===== src/rtl/usr_pkg.sv =====
// Shared encodings for the universal shift register: shift modes and FSM states.
package usr_pkg;

  typedef enum logic [2:0] {
    MODE_SHL = 3'b000,
    MODE_SHR = 3'b001,
    MODE_ROL = 3'b010,
    MODE_ROR = 3'b011,
    MODE_ASR = 3'b100
  } shift_mode_e;

  localparam logic [1:0] ST_IDLE  = 2'd0;
  localparam logic [1:0] ST_SHIFT = 2'd1;
  localparam logic [1:0] ST_DONE  = 2'd2;

  // Codes above ASR are reserved and leave the register untouched.
  function automatic logic mode_is_valid(input logic [2:0] m);
    return m <= 3'b100;
  endfunction

endpackage


===== src/rtl/shift_step.sv =====
// One combinational single-bit shift of d_i in the selected mode.
module shift_step
  import usr_pkg::*;
#(
  parameter int WIDTH = 8
) (
  input  logic [2:0]       mode_i,
  input  logic [WIDTH-1:0] d_i,
  input  logic             ser_i,
  output logic [WIDTH-1:0] d_o,
  output logic             out_o
);

  always_comb begin
    d_o   = d_i;
    out_o = 1'b0;
    case (mode_i)
      MODE_SHL: begin
        d_o   = {d_i[WIDTH-2:0], ser_i};
        out_o = d_i[WIDTH-1];
      end
      MODE_SHR: begin
        d_o   = {ser_i, d_i[WIDTH-1:1]};
        out_o = d_i[0];
      end
      MODE_ROL: begin
        d_o   = {d_i[WIDTH-2:0], d_i[WIDTH-1]};
        out_o = d_i[WIDTH-1];
      end
      MODE_ROR: begin
        d_o   = {d_i[0], d_i[WIDTH-1:1]};
        out_o = d_i[0];
      end
      MODE_ASR: begin
        d_o   = {d_i[WIDTH-1], d_i[WIDTH-1:1]};
        out_o = d_i[0];
      end
      default: ;
    endcase
  end

endmodule


===== src/rtl/universal_shift_register.sv =====
// Loadable shift register that executes bursts of single-bit shifts under a
// small IDLE/SHIFT/DONE controller.
module universal_shift_register
  import usr_pkg::*;
#(
  parameter int WIDTH = 8,
  parameter int CNT_W = $clog2(WIDTH + 1)
) (
  input  logic             clk,
  input  logic             reset,
  input  logic             load,
  input  logic [WIDTH-1:0] data_in,
  input  logic             start,
  input  logic [2:0]       mode,
  input  logic [CNT_W-1:0] count,
  input  logic             ser_in,
  output logic [WIDTH-1:0] data_out,
  output logic             ser_out,
  output logic             busy,
  output logic             done
);

  logic [1:0]       state_q, state_d;
  logic [WIDTH-1:0] data_q, data_d;
  logic             ser_q, ser_d;
  logic [CNT_W-1:0] rem_q, rem_d;
  logic [2:0]       mode_q, mode_d;

  logic [WIDTH-1:0] step_data;
  logic             step_out;

  shift_step #(.WIDTH(WIDTH)) u_step (
    .mode_i (mode_q),
    .d_i    (data_q),
    .ser_i  (ser_in),
    .d_o    (step_data),
    .out_o  (step_out)
  );

  always_comb begin
    state_d = state_q;
    data_d  = data_q;
    ser_d   = ser_q;
    rem_d   = rem_q;
    mode_d  = mode_q;
    case (state_q)
      ST_IDLE: begin
        // Load has priority; a simultaneous start is dropped entirely.
        if (load) begin
          data_d = data_in;
        end else if (start) begin
          mode_d  = mode;
          rem_d   = count;
          state_d = (count == '0) ? ST_DONE : ST_SHIFT;
        end
      end
      ST_SHIFT: begin
        if (mode_is_valid(mode_q)) begin
          data_d = step_data;
          ser_d  = step_out;
        end
        rem_d = rem_q - CNT_W'(1);
        if (rem_q == CNT_W'(1)) begin
          state_d = ST_DONE;
        end
      end
      ST_DONE: begin
        state_d = ST_IDLE;
      end
      default: begin
        state_d = ST_IDLE;
      end
    endcase
  end

  always_ff @(posedge clk or negedge reset) begin
    if (!reset) begin
      state_q <= ST_IDLE;
      data_q  <= '0;
      ser_q   <= 1'b0;
      rem_q   <= '0;
      mode_q  <= '0;
    end else begin
      state_q <= state_d;
      data_q  <= data_d;
      ser_q   <= ser_d;
      rem_q   <= rem_d;
      mode_q  <= mode_d;
    end
  end

  assign data_out = data_q;
  assign ser_out  = ser_q;
  assign busy     = (state_q == ST_SHIFT);
  assign done     = (state_q == ST_DONE);

endmodule

===== config.mk =====
export PLATFORM = sky130hd
export DESIGN_NAME = universal_shift_register
export DESIGN_NICKNAME = d
export VERILOG_FILES = /design/src/rtl/usr_pkg.sv /design/src/rtl/shift_step.sv /design/src/rtl/universal_shift_register.sv
export SDC_FILE = /design/constraint.sdc
export NUM_CORES = 1
export LEC_CHECK = 0
export ABC_AREA = 1
export BUFFER_PORTS_ARGS = -buffer_cell sky130_fd_sc_hd__buf_2
export CAP_MARGIN = 20
export CORE_MARGIN = 3
export CORE_UTILIZATION = 51
export DETAILED_ROUTE_END_ITERATION = 6
export PLACE_DENSITY = 0.86
export SKIP_CTS_REPAIR_TIMING = 1
export SLEW_MARGIN = 15
export SYNTH_ARGS = -nofsm -noshare
export SYNTH_HDL_FRONTEND = slang
export SYNTH_SLANG_ARGS = --single-unit

===== constraint.sdc =====
create_clock -name clk -period 1.6 [get_ports clk]
set_input_delay 0.16 -clock clk [delete_from_list [all_inputs] [get_ports clk]]
set_output_delay 0.16 -clock clk [all_outputs]
set_load 0.01 [all_outputs]

After elaboration in Yosys (flattened, before gate mapping):

Cells that the tools add are included.

* flip-flop bits (word level): 18
* input bits: 20
* word-level logic and storage cells: 49

* add/sub/neg operators: 1
* order comparisons: 1
* equality and inequality tests: 15
* muxes and demuxes: 13
* bitwise logic cells: 1
* reduce and logical (&&, ||, !) cells: 12

Operators with widths (count)
* case mux 8 bit (5 select lines): 1
* 2-to-1 mux 8 bit: 2
* case mux 8 bit (2 select lines): 1
* AND reduction 3 bit: 3
* 2-to-1 mux 2 bit: 4
* 2-to-1 mux 4 bit: 2
* != test 2 bit (second input constant): 4
* case mux 4 bit (2 select lines): 1
* == test 3 x 2 -> 1 bit (second input constant): 2
* != test 6 x 1 -> 1 bit (second input constant): 1
* != test 5 x 1 -> 1 bit (second input constant): 1
* AND reduction 5 bit: 1
* == test 4 x 1 -> 1 bit (second input constant): 1
* zero test 4 bit: 1
* != test 2 x 1 -> 1 bit (second input constant): 2
* case mux 2 bit (2 select lines): 1
* AND reduction 4 bit: 1
* subtractor 4 x 1 -> 4 bit (second input constant): 1
* == test 3 x 1 -> 1 bit (second input constant): 1
* == test 3 bit (second input constant): 1
* <= comparator 3 bit (second input constant): 1
* zero test 3 bit: 1
* OR reduction 3 bit: 1
* == test 2 x 1 -> 1 bit (second input constant): 1
* 7 further kinds: 7

Logic depth before layout (Yosys ltp):

Gate-level depths: netlist (run 1).

* word-level depth: 5
* gate-level depth with buffers: 8
* depth with buffers taken out: 8

By module:

A second synthesis (run 1) with hierarchy kept.

* cell total of the unflattened synthesis: 196
* area total of the unflattened synthesis: 1271.2 µm²

By module, submodules not included
* universal_shift_register: times used 1, cells an instance 139, area each 1009.7 µm², seq. area each 450.4 µm²
* shift_step: times used 1, cells an instance 57, area each 261.5 µm², seq. area each 0.0 µm²

Least setup slack after synthesis (run 1):

Ideal clock, no wire load.

* kind: register to register
* from: register state_q[1]
* to: register data_q[0], in the netlist data_out[0]
* data arrival time: 1.047 ns
* slack: 0.431 ns
* cell stages (with the launch flop): 7
* buffers on the path: 0
* clock period less this slack: 1.169 ns
* path through: dfrtp_1 -> nor2_2 -> nand2_1 -> nand2_4 -> inv_2 -> a21oi_1 -> a21oi_1

* longest elaborated chain between the ends: 3
* elaborated cells on any way between the ends: 8
* those cells by class: 4 x eq/ne; 1 x mux; 3 x reduce/logical

Ends and longest elaborated chain
* start: declaration: line universal_shift_register.sv:23 `logic [1:0] state_q, state_d;`
* start signal: assignment: line universal_shift_register.sv:84 `state_q <= state_d;`
* == test 2 x 1 -> 1 bit or zero test 2 bit (tied branches): line universal_shift_register.sv:46 `case (state_q)`
* != test 6 x 1 -> 1 bit (no line) (tied with other cells)
* AND reduction 4 bit (no line)
* end signal: assignment: line universal_shift_register.sv:85 `data_q <= data_d;`
* end: declaration: line universal_shift_register.sv:24 `logic [WIDTH-1:0] data_q, data_d;`

Parallel ways exist; a longest one is shown, timed or not.
A chain may end at the register's enable or synchronous reset.

Final worst setup path (run 1):

* from: register state_q[0]
* to: output busy

* longest elaborated chain between the ends: 1

Ends and longest elaborated chain
* == test 2 x 1 -> 1 bit: line universal_shift_register.sv:94 `assign busy = (state_q == ST_SHIFT);`
* end: declaration: line universal_shift_register.sv:19 `output logic busy,`

No other way between the ends.

==> metrics.yaml, run 1 <==
floorplan:
  ios: 31
  initial_core_util_pct: 55.5
  die_area_um2: 2800
  fp.dieH_um: 52.9
  die_w_um: 52.9
  row_count: 16
  design.core.area_um2: 2020
route:
  drt_iter0_markers: 50
  routed_wl_um: 2770
  final_antenna_net_count: 0
  via_per_inst: 5.60
  firstDrtPassIters: 4
  wl_per_cell_um: 13.6
  drcViolationCount: 0
  vias: 1142
worst_setup_path:
  r2r_cells: 8
  cp_max_fo: 12
  timing.rr.start: "state_q[0]"
  worstPathArrival_ps: 1280
  end_kind: "output port"
  startpoint_type: "flop"
  required_ps: 1440
  r2r-end: "data_out[0]"
  r2r_slack_ps: 200
  critical_path_class: "flop to output port"
logic_synthesis:
  synth_cell_types: 27
  synth.yosys.warnings: 0
  avgSynthCellArea_um2: 7.96
  synthCells: 141
  syn_area_um2: 1120
  synth_edf_count: 0
  ys_seq_area_share_pct: 40.1
  ys_async_sr_fraction_pct: 100
  synth-main-ff-cell: "dfrtp_1"
  synth_top_area_share_pct: 40.1
  ys_seq_elements: 18
  synth.net_count: 163
  synth_area_leader_cell: "dfrtp_1"
  yosys-top-cells-area: "dfrtp_1, nand2_1, nand3_1, nor2_1, a21oi_1"
power_and_ir_drop:
  leakagePower_nw: 0.691
  ir_worst_vdd_mv: 1.35
  p_per_area_nw_per_um2: 2250
timing:
  hold_viol_final: 0
  setup_violations: 0
  max_slew_margin_pct: 72.8
  layout_min_cycle_time_ps: 1440
  worstMarginPinSlew_ps: 409
  whs_ps: 87.1
  max_clock_freq_mhz: 694
  grt_setup_unrepaired: "no"
  fin_setup_tns_ps: 0
  drv_slew: 0
  post-route-period-util_pct: 90.1
  clock_skew_ps: 6.29
final_layout:
  multi_input_area_um2: 566
  fin_util_pct: 66.3
  drive_above_1_share_pct: 32.2
  nFillCells: 175
  layout_common_cells: "buf_2, nand2_1, dfrtp_1"
  ff_latch_area_um2: 450
  finalNetCount: 200
  stdcell_count: 204
  design_area_um2: 1340
  final_common_cell: "buf_2"
  syn2layout_area_growth_pct: 19.4
  antennaDiodeCount: 0
cts:
  cts.path.max_buffers: 2
  cts_tree: "built"
  cts-buffers-inserted: 3
  clkSlewWorstSetupHoldPaths_ps: 110
  cts-root-buf: "clkbuf_4"
  htreeDepth: 1
  clock_latency_ps: 300
  cts_sinks: 18
flow_run:
  maxCapViolCount: 0
global_routing:
  track_usage_pct: 21.4
  overflow: 0
  antenna_found_initial: 0
  grt_max_degree: 19
  grt_pass1_vias: 1006
  grt_pass1_wl_um: 4380
hold_path:
  min_path_cells: 2
  hold_class: "input port to flop"
  holdPathEnd: "mode_q[1]"
  hold_start: "mode[1]"
place:
  dp_cells: 197
  globalplace.congestion: 0.808
  dp_hpwl_um: 2030
  port_buffers: 30
  dpl_cell_area_um2: 1280
outcome:
  outcome: "finished clean"
power breakdown:
part	switching [mW]	total [mW]	internal, mW
Clock	0.151	0.290	0.139
Sequential	0.225	0.917	0.691
Combinational	1.13	1.81	0.686
stage by stage:
step / setup WS, ps / total power, mW
3_3_place_gp: 310 / 2.56
3_5_place_dp: 259 / 2.65
6_report: 158 / 3.02
4_1_cts: 34.7 / 2.95
2_1_floorplan: 431 / 2.26
5_1_grt: 73.9 / 3.27
sequential cells by signal (all words and copies together) (netlist names):
signal and count:
data_out 8, rem_q 4, mode_q 3, state_q 2
ser_out 1
area by class of cell:
type | count | area share, %
timing repair buffer | 35 | 14.2
tap | 27 | 2.52
clock buffer | 4 | 2.71
multi-input combinational | 103 | 42.2
inverter | 17 | 4.76
sequential | 18 | 33.6
worst max-delay path by stage:
stage | from | endpoint | slack, ps | cells after the start
2_1_floorplan | state_q[1] | data_out[0] | 430 | 6
3_3_place_gp | mode_q[1] | data_out[6] | 310 | 7
3_5_place_dp | mode_q[1] | data_out[6] | 260 | 7
4_1_cts | state_q[1] | busy | 30 | 3
5_1_grt | state_q[0] | busy | 70 | 4
6_report | state_q[0] | busy | 160 | 4
synth_stat cells (2+ instances only):
cell type / count
nand2_1: 29
a21oi_2: 2
nand3_2: 2
o21ai_1: 3
ha_1: 2
buf_6: 2
o21ai_0: 6
a31oi_1: 2
a21oi_1: 10
inv_2: 4
inv_1: 13
o21ai_2: 3
o211ai_1: 5
nand2_4: 2
nor2_1: 14
dfrtp_1: 18
nand3_1: 14
worst max-delay path, cell delays in order, from the launching register on:
cell     delay [ps]
dfrtp_1         400
inv_2            80
nor2_4          140
buf_4           200
buf_2           150
cells by family after synthesis:
| logic type | synth area share [%] |
|---|---|
| buffers and inverters | 9.48 |
| adder cells (fa/ha/maj) | 2.23 |
| AND/OR/NAND/NOR | 27.0 |
| XOR/XNOR | 0.781 |
| multiplexers | 1.00 |
| AO/OA/AOI/OAI | 19.4 |
| flip-flops | 40.1 |
layer usage:
metal / vias to the layer above / track usage, % / wire [um]
li1: 543 / - / -
met1: 542 / 25.1 / 1110
met2: 48 / 39.5 / 1440
met3: 9 / 2.82 / 168
met4: 0 / 7.23 / 44
met5: - / 0 / 0
Note: power is estimated with default switching activity, not from simulation.
==> inputs of run 2 (changes only) <==
==> constraint.sdc (replaced) <==
create_clock -name clk -period 1.6 [get_ports clk]
set_input_delay 0.08 -clock clk [delete_from_list [all_inputs] [get_ports clk]]
set_output_delay 0.08 -clock clk [all_outputs]
set_load 0.01 [all_outputs]
==> metrics.yaml, run 2 (synthesis results as in run 1) <==
outcome:
  outcome: "finished clean"
power_and_ir_drop:
  ir_worst_vdd_mv: 1.36  # +0.87%
  p_comb_share_pct: 59.4  # -0.6 points
  p_clk_share_pct: 9.7  # about the same
  swShare_pct: 50.1  # +0.31 points
  p_switching_mw: 1.48  # -1.4%
  p_per_area_nw_per_um2: 2230  # -0.89%
  p_int_mw: 1.48  # -2.6%
  p_seq_share_pct: 30.9  # +0.5 points
  leakagePower_nw: 0.681  # -1.4%
route:
  vias: 1123  # -1.7%
  routed_wl_um: 2730  # -1.3%
  firstDrtPassIters: 5  # +1
  drt_iter0_markers: 41  # -18%
  drcViolationCount: 0  # unchanged
  wl_per_cell_um: 13.5  # -0.36%
  final_antenna_net_count: 0  # unchanged
  via_per_inst: 5.56  # -0.69%
worst_setup_path:
  r2r_slack_ps: 220  # +20 ps
  path_delay_family: "flip-flops"
  max_stage_delay_ps: 440  # +40 ps
  timing.rr.start: "mode_q[1]"
  r2r_cells: 7  # -1
  cp_cell_sequence: "nor2_4, buf_4, buf_2"
  worstPathArrival_ps: 1400  # +120 ps
  cp_max_fo: 12  # unchanged
  cp_slowest_cell: "dfrtp_1"
  critical_path_class: "flop to output port"
  startpoint_type: "flop"
  required_ps: 1520  # +80 ps
  r2r-end: "data_out[6]"
  end_kind: "output port"
  critPathBufInv: 2  # -1
timing:
  clock_skew_ps: 2.46  # -3.83 ps
  layout_min_cycle_time_ps: 1480  # +42.9 ps
  grt_setup_unrepaired: "no"
  hold_viol_final: 0  # unchanged
  setup_violations: 0  # unchanged
  post-route-period-util_pct: 92.8  # +2.7 points
  max_clock_freq_mhz: 673  # -2.9%
  worstMarginPinSlew_ps: 410  # +1.62 ps
  drv_slew: 0  # unchanged
  max_slew_margin_pct: 72.7  # -0.11 points
  fin_setup_tns_ps: 0  # unchanged
global_routing:
  grt_pass1_vias: 1006  # unchanged
  grt_pass1_wl_um: 4380  # unchanged
  overflow: 0  # unchanged
  antenna_found_initial: 0  # unchanged
  grt_max_degree: 19  # unchanged
  track_usage_pct: 21.4  # unchanged
cts:
  htreeDepth: 1  # unchanged
  cts.path.max_buffers: 2  # unchanged
  cts_tree: "built"
  clock_latency_ps: 300  # about the same
  cts-buffers-inserted: 3  # unchanged
  clkSlewWorstSetupHoldPaths_ps: 110  # about the same
  cts-root-buf: "clkbuf_4"
  cts_sinks: 18  # unchanged
floorplan:
  fp.dieH_um: 52.9  # unchanged
  ios: 31  # unchanged
  design.core.area_um2: 2020  # unchanged
  initial_core_util_pct: 55.5  # unchanged
  row_count: 16  # unchanged
  die_area_um2: 2800  # unchanged
  die_w_um: 52.9  # unchanged
place:
  globalplace.congestion: 0.808  # unchanged
  dpl_cell_area_um2: 1280  # unchanged
  dp_hpwl_um: 2030  # unchanged
  port_buffers: 30  # unchanged
hold_path:
  min_path_cells: 2  # unchanged
  holdPathEnd: "mode_q[1]"
  hold_class: "input port to flop"
  hold_start: "mode[1]"
flow_run:
  maxCapViolCount: 0  # unchanged
final_layout:
  layout_common_cells: "buf_2, nand2_1, dfrtp_1"
  design_area_um2: 1330  # -1.1%
  drive_above_1_share_pct: 31.4  # -0.77 points
  finalNetCount: 198  # -1.0%
  syn2layout_area_growth_pct: 18.1
  final_common_cell: "buf_2"
  largest_register_ffs: 8  # unchanged
  antennaDiodeCount: 0  # unchanged
==> run 2: worst max path at each step <==
stage	startpoint	to	cells past startpoint
after detailed placement	mode_q[1]	data_out[6]	7
after global placement	mode_q[1]	data_out[6]	7
after global routing	state_q[0]	busy	4
after CTS	state_q[1]	busy	3
after floorplan	state_q[1]	data_out[0]	6
final	state_q[1]	busy	3
==> run 2: metal layers <==
layer / share of wire, % / GRT usage, % / vias to the layer above
met5: 0 / 0 / -
met4: 2.5 / 7.23 / 0
met3: 6.0 / 2.82 / 9
met2: 52 / 39.5 / 50
met1: 40 / 25.1 / 526
li1: - / - / 538
==> run 2: layout make-up <==
cell class	instances	area, um^2
Tap cell	27	33.8
Multi-Input combinational cell	103	566
Timing Repair Buffer	33	175
Clock buffer	4	36.3
Fill cell	179	697
Sequential cell	18	450
Inverter	17	63.8
==> run 2: stage by stage <==
step	worst slack, ps	hold slack, ps	power [mW]	cells	utilization, %
after floorplan	431	-216	2.26	141	-
after global placement	310	28.2	2.56	197	63.2
after detailed placement	259	39.4	2.65	197	63.2
after CTS	115	-286	2.95	201	65.0
after global routing	18.3	17.3	3.21	202	65.5
final	115	4.84	2.96	202	65.5
==> run 2: power groups by stage <==
stage	registers, mW	clock network [mW]	logic (mW)
detailed placement	0.918	0	1.73
global route	0.941	0.315	1.96
floorplan	0.928	0	1.33
finish	0.915	0.288	1.76
CTS	0.910	0.287	1.75
global placement	0.917	0	1.64
